<file path="src/rtl/riscv_trace_pkg.sv">
// Shared types and constants for the retire-trace capture unit.
package riscv_trace_pkg;

  localparam int TRC_DATA_W = 32;
  localparam int TRC_ADDR_W = 9;
  localparam int TRC_REG_W  = 5;
  localparam int TRC_SEQ_W  = 16;

  localparam int FLG_REG_WR = 0;
  localparam int FLG_MEM_WR = 1;
  localparam int FLG_MEM_RD = 2;

  typedef enum logic [1:0] {
    IDLE   = 2'd0,
    RUN    = 2'd1,
    FROZEN = 2'd2
  } trace_state_e;

  typedef struct packed {
    logic [TRC_SEQ_W-1:0]  seq;
    logic [2:0]            flags;
    logic [TRC_REG_W-1:0]  reg_num;
    logic [TRC_DATA_W-1:0] reg_data;
    logic [TRC_ADDR_W-1:0] addr;
    logic [TRC_DATA_W-1:0] mem_data;
  } trace_rec_t;

endpackage

</file>
<file path="src/rtl/trace_fifo.sv">
// Generic first-word-fall-through FIFO; occupancy counter drives full/empty.
module trace_fifo #(
  parameter int WIDTH = 8,
  parameter int DEPTH = 16
) (
  input  logic                       clk,
  input  logic                       rst_n,
  input  logic                       clear,
  input  logic                       push,
  input  logic                       pop,
  input  logic [WIDTH-1:0]           wdata,
  output logic [WIDTH-1:0]           rdata,
  output logic                       full,
  output logic                       empty,
  output logic [$clog2(DEPTH+1)-1:0] count
);

  localparam int PTR_W = $clog2(DEPTH);
  localparam int CNT_W = $clog2(DEPTH + 1);

  logic [WIDTH-1:0] mem [DEPTH];
  logic [PTR_W-1:0] wr_ptr, rd_ptr;
  logic [CNT_W-1:0] cnt;
  logic             do_pop, do_push;

  assign empty   = (cnt == '0);
  assign full    = (cnt == CNT_W'(DEPTH));
  assign do_pop  = pop && !empty;
  assign do_push = push && (!full || do_pop);
  assign count   = cnt;
  // Head reads as zero when empty so the stream outputs stay clean.
  assign rdata   = empty ? '0 : mem[rd_ptr];

  always_ff @(posedge clk or negedge rst_n) begin
    if (!rst_n) begin
      wr_ptr <= '0;
      rd_ptr <= '0;
      cnt    <= '0;
    end else if (clear) begin
      wr_ptr <= '0;
      rd_ptr <= '0;
      cnt    <= '0;
    end else begin
      if (do_push) wr_ptr <= wr_ptr + 1'b1;
      if (do_pop)  rd_ptr <= rd_ptr + 1'b1;
      case ({do_push, do_pop})
        2'b10:   cnt <= cnt + 1'b1;
        2'b01:   cnt <= cnt - 1'b1;
        default: cnt <= cnt;
      endcase
    end
  end

  always_ff @(posedge clk) begin
    if (do_push && !clear) mem[wr_ptr] <= wdata;
  end

endmodule

</file>
<file path="src/rtl/riscv_trace_buffer.sv">
// Retire-trace capture: packs core debug activity into sequenced records in a FIFO.
// Optional address/register filtering when TRACE_FILTER_EN is defined.
module riscv_trace_buffer
  import riscv_trace_pkg::*;
#(
  parameter int DATA_W       = 32,
  parameter int ADDR_W       = 9,
  parameter int REG_W        = 5,
  parameter int DEPTH        = 16,
  parameter int SEQ_W        = 16,
  parameter int STOP_ON_FULL = 0
) (
  input  logic                       clk,
  input  logic                       reset,
  input  logic                       enable,
  input  logic                       clear,
  input  logic                       reg_write_sig,
  input  logic [REG_W-1:0]           reg_num,
  input  logic [DATA_W-1:0]          reg_data,
  input  logic                       wr,
  input  logic                       rd,
  input  logic [ADDR_W-1:0]          addr,
  input  logic [DATA_W-1:0]          wr_data,
  input  logic [DATA_W-1:0]          rd_data,
`ifdef TRACE_FILTER_EN
  input  logic [ADDR_W-1:0]          filter_lo,
  input  logic [ADDR_W-1:0]          filter_hi,
`endif
  output logic                       out_valid,
  input  logic                       out_ready,
  output logic [2:0]                 out_flags,
  output logic [REG_W-1:0]           out_reg,
  output logic [DATA_W-1:0]          out_reg_data,
  output logic [ADDR_W-1:0]          out_addr,
  output logic [DATA_W-1:0]          out_mem_data,
  output logic [SEQ_W-1:0]           out_seq,
  output logic [$clog2(DEPTH+1)-1:0] count,
  output logic [SEQ_W-1:0]           overflow_cnt,
  output logic                       frozen
);

  localparam int REC_W = SEQ_W + 3 + REG_W + DATA_W + ADDR_W + DATA_W;

  trace_state_e     state, state_nxt;
  logic             run;
  logic [2:0]       flags;
  logic [DATA_W-1:0] mem_data;
  logic             mem_ok, reg_ok, event_hit, capture, pop, push, drop;
  logic             full, empty;
  logic [SEQ_W-1:0] seq;
  logic [REC_W-1:0] rec_in, rec_out;

`ifdef TRACE_FILTER_EN
  assign mem_ok = (addr >= filter_lo) && (addr <= filter_hi);
  assign reg_ok = (reg_num != '0);
`else
  assign mem_ok = 1'b1;
  assign reg_ok = 1'b1;
`endif

  // A store wins the data slot when a load happens in the same cycle.
  always_comb begin
    flags             = '0;
    flags[FLG_REG_WR] = reg_write_sig && reg_ok;
    flags[FLG_MEM_WR] = wr && mem_ok;
    flags[FLG_MEM_RD] = rd && mem_ok;
    if (flags[FLG_MEM_WR])      mem_data = wr_data;
    else if (flags[FLG_MEM_RD]) mem_data = rd_data;
    else                        mem_data = '0;
  end

  assign event_hit = |flags;
  assign capture   = run && event_hit && !clear;
  assign pop       = out_valid && out_ready;
  assign push      = capture && (!full || pop);
  assign drop      = capture && full && !pop;
  assign rec_in    = {seq, flags, reg_num, reg_data, addr, mem_data};

  always_ff @(posedge clk or negedge reset) begin
    if (!reset) state <= IDLE;
    else        state <= state_nxt;
  end

  always_comb begin
    state_nxt = state;
    if (clear) begin
      state_nxt = IDLE;
    end else begin
      case (state)
        IDLE:    if (enable) state_nxt = RUN;
        RUN: begin
          if (drop && (STOP_ON_FULL != 0)) state_nxt = FROZEN;
          else if (!enable)                state_nxt = IDLE;
        end
        FROZEN:  state_nxt = FROZEN;
        default: state_nxt = IDLE;
      endcase
    end
  end

  always_comb begin
    run    = (state == RUN);
    frozen = (state == FROZEN);
  end

  // Dropped events still consume a sequence number so gaps expose losses.
  always_ff @(posedge clk or negedge reset) begin
    if (!reset) begin
      seq          <= '0;
      overflow_cnt <= '0;
    end else if (clear) begin
      seq          <= '0;
      overflow_cnt <= '0;
    end else begin
      if (capture) seq <= seq + 1'b1;
      if (drop && (overflow_cnt != '1)) overflow_cnt <= overflow_cnt + 1'b1;
    end
  end

  trace_fifo #(
    .WIDTH (REC_W),
    .DEPTH (DEPTH)
  ) u_fifo (
    .clk   (clk),
    .rst_n (reset),
    .clear (clear),
    .push  (push),
    .pop   (pop),
    .wdata (rec_in),
    .rdata (rec_out),
    .full  (full),
    .empty (empty),
    .count (count)
  );

  assign out_valid = !empty;
  assign {out_seq, out_flags, out_reg, out_reg_data, out_addr, out_mem_data} = rec_out;

endmodule

</file>
<file path="config.mk">
export PLATFORM = sky130hd
export DESIGN_NAME = riscv_trace_buffer
export DESIGN_NICKNAME = d
export VERILOG_FILES = /design/src/rtl/riscv_trace_pkg.sv /design/src/rtl/trace_fifo.sv /design/src/rtl/riscv_trace_buffer.sv
export SDC_FILE = /design/constraint.sdc
export NUM_CORES = 1
export LEC_CHECK = 0
export BUFFER_PORTS_ARGS = -buffer_cell sky130_fd_sc_hd__buf_2
export CAP_MARGIN = 20
export CORE_UTILIZATION = 60
export DETAILED_ROUTE_END_ITERATION = 8
export PLACE_DENSITY = 0.78
export RECOVER_POWER = 50
export REMOVE_ABC_BUFFERS = 1
export SETUP_SLACK_MARGIN = 0.02
export SLEW_MARGIN = 25
export SYNTH_ARGS = -nofsm -noshare
export SYNTH_HDL_FRONTEND = slang
export SYNTH_SLANG_ARGS = --single-unit
</file>
<file path="constraint.sdc">
create_clock -name clk -period 26.8 [get_ports clk]
set_input_delay 1.34 -clock clk [delete_from_list [all_inputs] [get_ports clk]]
set_output_delay 1.34 -clock clk [all_outputs]
set_load 0.01 [all_outputs]
</file>
Word level (Yosys, flattened, before mapping) --
Memory sizes are Yosys's and may differ from the RTL's. Index checks and enable logic that the tools add are counted. Widths: inputs -> output; s select.
Word-level totals: memory bits (writable) 1552, word-level logic and storage cells 65, memories 1, bits in registers 47, bits in latches 0, output and inout bits 120, ROM bits 0
Operators by class: shifts and indexed selects 0, $mul 0, $lt $le $gt $ge 0, muxes and demuxes 19, div/mod/pow operators 0, bitwise operators 0, reduce and logical (&&, ||, !) cells 25, equal/unequal tests 8, $add $sub $neg 6
Memories:
- u_fifo.mem | depth 16, width 97, rd ports 1, clocked after Yosys merged registers in 0, wr ports 1, RTL line trace_fifo.sv:21 | logic [WIDTH-1:0] mem [DEPTH];
Operator list (number):
- $mux 97 | 1
- $mux 16 | 4
- $mux 32 | 2
- $add 16x1->16 const B | 2
- $mux 4 | 4
- $ne 16x16->1 const B | 1
- $logic_and 1x1->1 | 10
- $pmux 5 s2 | 1
- $add 4x1->4 const B | 2
- $reduce_bool 2->1 | 4
- $mux 2 | 3
- $ne 3x3->1 const B | 2
- $pmux 2 s3 | 1
- $add 5x1->5 const B | 1
- $eq 5x5->1 const B | 1
- $logic_not 5->1 | 1
- $mux 5 | 1
- $sub 5x1->5 const B | 1
- $eq 2x1->1 const B | 2
- $eq 2x2->1 const B | 2
- $logic_not 1->1 | 4
- $reduce_bool 3->1 | 1
- $reduce_or 3->1 | 1
- $logic_not 2->1 | 1
- other kinds (3) | 5

Longest topological paths before layout --
depth after elaboration 9, mapped depth 10, depth with buffers taken out 9

Hierarchy --
Synthesis repeated with hierarchy kept, for this count alone.
Unflattened totals: cells, all modules 2733, area total of the unflattened synthesis 61644.1 sq um
By module, submodules not included:
- trace_fifo | area an instance 59375.7 sq um, times used 1, cells each 2488
- riscv_trace_buffer | area an instance 2268.4 sq um, times used 1, cells each 245

Least setup slack after synthesis --
Ideal clock, no wire load.
path kind input to register, start point input port clear, end point memory u_fifo.mem[3][0] in the netlist's numbering (enable), stages on the path 4, buffers on the path 0, setup slack 14726 ps, arrival 11283 ps, cell sequence or3b_1 > nor2_1 > nand2_1 > nor4_1
Between the ends: cells in the longest elaborated chain, start to end 7
RTL lines:
- from (decl) | RTL line riscv_trace_buffer.sv:16 | input logic clear,
- $logic_not 1->1 (*) | RTL line trace_fifo.sv:55, riscv_trace_buffer.sv:73
- $logic_and 1x1->1 | RTL line riscv_trace_buffer.sv:73 | assign capture = run && event_hit && !clear;
- $logic_and 1x1->1 | RTL line riscv_trace_buffer.sv:75 | assign push = capture && (!full || pop);
- $logic_and 1x1->1 | RTL line trace_fifo.sv:29 | assign do_push = push && (!full || do_pop);
- $logic_and 1x1->1 (*) | RTL line trace_fifo.sv:55 | if (do_push && !clear) mem[wr_ptr] <= wdata;
- $mux 1 (*) | RTL line trace_fifo.sv:55
- $mux 1 (implied by the code) (*) | RTL line trace_fifo.sv:55
- to (decl) | RTL line trace_fifo.sv:21
Every way passes the cells marked *; elsewhere a longest branch is shown, timed or not.

Final worst setup path --
start point input port wr, end point memory u_fifo.mem[10][3] in the netlist's numbering (enable)
Between the ends: cells in the longest elaborated chain, start to end 8
RTL lines:
- from (decl) | RTL line riscv_trace_buffer.sv:20 | input logic wr,
- $reduce_or 3->1 | RTL line riscv_trace_buffer.sv:72 | assign event_hit = |flags;
- $logic_and 1x1->1 (2 in a row) | RTL line riscv_trace_buffer.sv:73
- $logic_and 1x1->1 | RTL line riscv_trace_buffer.sv:75
- $logic_and 1x1->1 | RTL line trace_fifo.sv:29
- $logic_and 1x1->1 | RTL line trace_fifo.sv:55
- $mux 1 | RTL line trace_fifo.sv:55
- $mux 1 (implied by the code) | RTL line trace_fifo.sv:55
Every way passes these cells.

==> out/results.txt <==
Status: finished with violations
Violated checks: max-capacitance violations, max-slew violations
Internal Power: 0.004513 W
CTS tree: done
Total CTS buffers: 155
CTS Buffer Depth: 3
Placed cell area: 64620 um2
Most frequent cells in the layout: edfxtp_1 (1552), mux4_2 (485), buf_2 (167)
Worst-Margin Slew: 3.560 ns
Mean Syn Cell Area: 23.86 um2
Area added between synthesis and finish: 12.50%
DIE AREA: 104200 um2
Worst-Skew Late Latency: 0.76 ns
Post-synthesis sequential area ratio: 77.39%
Post-route DRC violation count: 0
F_max: 132.6 MHz
Port bufs: 237
Slew Viols, Final: 221
Psw: 0.001543 W
Endpoint class of the critical path: register
Vias in the first global route: 30.57k
WS Path Type: input pin to register
Multi-input logic area: 13350 um2
CTS clk-pin slew, worst paths: 0.06 ns
CP Max Fanout: 52
Commonest non-fill, non-tap cell in the layout: edfxtp_1
Pwr dens: 87.20 nW/um2
CP max stage delay: 2.44 ns
CTS H-tree lvls: 4
Remaining Overflow, GRT: 0
Ys flop type: edfxtp_1
Peak VDD IR: 0.08523 mV
CP max stage cell: clkbuf_1
Fin crit share: 28.13%
Worst path cell trace: buf_2, clkbuf_1, nor3_1, a211oi_1, nand3b_1, nor2_4, buf_6, buf_4
Fillers: 6004
Clock power frac: 34.5%
Number of synthesized flops with an enable pin: 1552
Core Area: 101900 um2
First-pass GRT wire length: 206300 um
Final net count: 3021
Final Hold Vio Count: 0
Setup violations, final: 0
GP Congestion: 0.7899
Fraction of registers with async set/reset: 2.939%
Die height: 322.8 um
Post-Syn Area: 61740 um2
Pin count of the biggest net entering global routing: 184
Wirelength per Cell: 32.83 um
Post-CTS Setup Inserts: 0
Fin crit period: 7.539 ns
I/O Pins: 238
Worst hold path class: register to register
Share of layout cells above drive strength 1: 30.70%
Setup skew after layout: 0.01940 ns
Synth warnings: 0
Clock root buffer: clkbuf_16
Tot GR Track Use: 28.10%
Post-route cell area: 69450 um2
Arr. time, crit path: 7.91 ns
Seq cells post-synth: 1599
Initial antenna violation count: 5
Setup TNS: 0 ns
DIE WIDTH: 322.8 um
Hold_buf cts: 0
CP top delay family: buffers and inverters
DP HPWL: 65300 um
Post-route ant nets: 0
Initial DRC count: 3697
Crit path buf inv count: 4
CP required: 27.17 ns
Switching share of total power: 25.48%
Final wirelength: 144000 um
Mapped Cells: 2587
Leak: 21.34 nW
Starting Density: 60.59%
Via density: 6.692
Max_slew headroom: -137.4%
Register Area: 47800 um2
Sequential Power Share: 45.9%
Pre-Repair DR Iteration Count: 6
Count of clock tree sinks: 1599
Total of max-cap violations: 5
RSZ-0062 raised after global routing: false
Setup crit start kind: input pin
CTS-repair resized insts: 0
Core Rows: 117
Combinational power share: 19.6%
Via count: 29.36k
Hold_ws: 0.5237 ns
Synth cell types: 53
-- power by group through the flow --
| stage | logic [W] | clock network [W] | registers [W] |
|---|---|---|---|
| 2_1_floorplan | 0.00109 | 0 | 0.00296 |
| 3_3_place_gp | 0.00114 | 0 | 0.00284 |
| 3_5_place_dp | 0.00116 | 0 | 0.00285 |
| 4_1_cts | 0.00118 | 0.00211 | 0.00279 |
| 5_1_grt | 0.00126 | 0.00220 | 0.00278 |
| 6_report | 0.00118 | 0.00209 | 0.00278 |
-- metrics by stage --
stage,total power (W),instances,utilization [%],setup slack [ns]
after global routing,0.006249,4384,68.16,19.00
after CTS,0.006085,4379,68.14,19.35
after detailed placement,0.004009,4100,63.42,20.22
after global placement,0.003985,4096,63.32,20.01
after floorplan,0.004055,2448,-,9.438
final,0.006056,4387,68.17,19.26
-- cell type report --
cell class | instances | area share (%)
sequential | 1599 | 68.82
multi-input combinational | 841 | 19.22
clock buffer | 201 | 6.017
timing repair buffer | 289 | 2.520
tap | 1368 | 2.464
clock inverter | 78 | 0.9061
inverter | 8 | 0.04504
antenna | 3 | 0.01081
-- cell families (layout without fill, tap and decap cells) --
group | Yosys count | in the layout | synth area share, %
compound gates | 67 | 67 | 0.8492
flops | 1599 | 1599 | 77.39
xor+xnor | 30 | 30 | 0.4256
simple gates | 244 | 244 | 2.245
mux | 491 | 491 | 17.79
other cells | 0 | 3 | 0
buf+inv | 147 | 576 | 1.111
fa+ha+maj | 9 | 9 | 0.1824
-- Yosys cell counts (all sizes together) (9+ instances only) --
master	instances	area share (%)
a22o	32	0.45
and2	102	1.0
buf	57	0.56
clkbuf	82	0.50
dfrtp	47	1.9
edfxtp	1552	75
ha	9	0.18
mux4	485	18
nand2	19	0.12
nand3	13	0.11
nand4	15	0.15
nor2	49	0.30
o21ai	9	0.073
xor2	22	0.31
-- final timing paths --
check	start	end	slack [ns]	depth (start not counted)
max	wr	u_fifo.mem[10][3]	19.26	8
min	state[1]	state[0]	0.52	1
max reg2reg	u_fifo.count[2]	u_fifo.rd_ptr[3]	22.01	6
min reg2reg	state[1]	state[0]	0.52	1
max in group asynchronous	reset	u_fifo.rd_ptr[1]	23.35	2
min in group asynchronous	reset	overflow_cnt[13]	1.53	2
-- sequential cells by signal (all words and copies together) (netlist names) --
signal / cells
overflow_cnt: 16
seq: 16
state: 2
u_fifo.count: 5
u_fifo.mem: 1552
u_fifo.rd_ptr: 4
u_fifo.wr_ptr: 4
-- metal layers --
metal | vias to the layer above | wire (um) | part of all wire [%] | GRT usage (%)
met5 | - | 35 | 0.024 | 0
met2 | 1697 | 74990 | 52 | 46.76
met3 | 238 | 12410 | 8.6 | 5.770
li1 | 11680 | - | - | -
met1 | 15740 | 53600 | 37 | 38.31
met4 | 6 | 2987 | 2.1 | 7.804
-- worst reg2reg max path: stages, from the launching register on --
cell and delay, ns:
dfrtp_1 0.50, or4_1 0.60, nor2_1 0.32, clkinvlp_2 2.02, nand2_1 0.85, or3_1 0.20
a21oi_1 0.07
(Power assumes the default switching activity.)
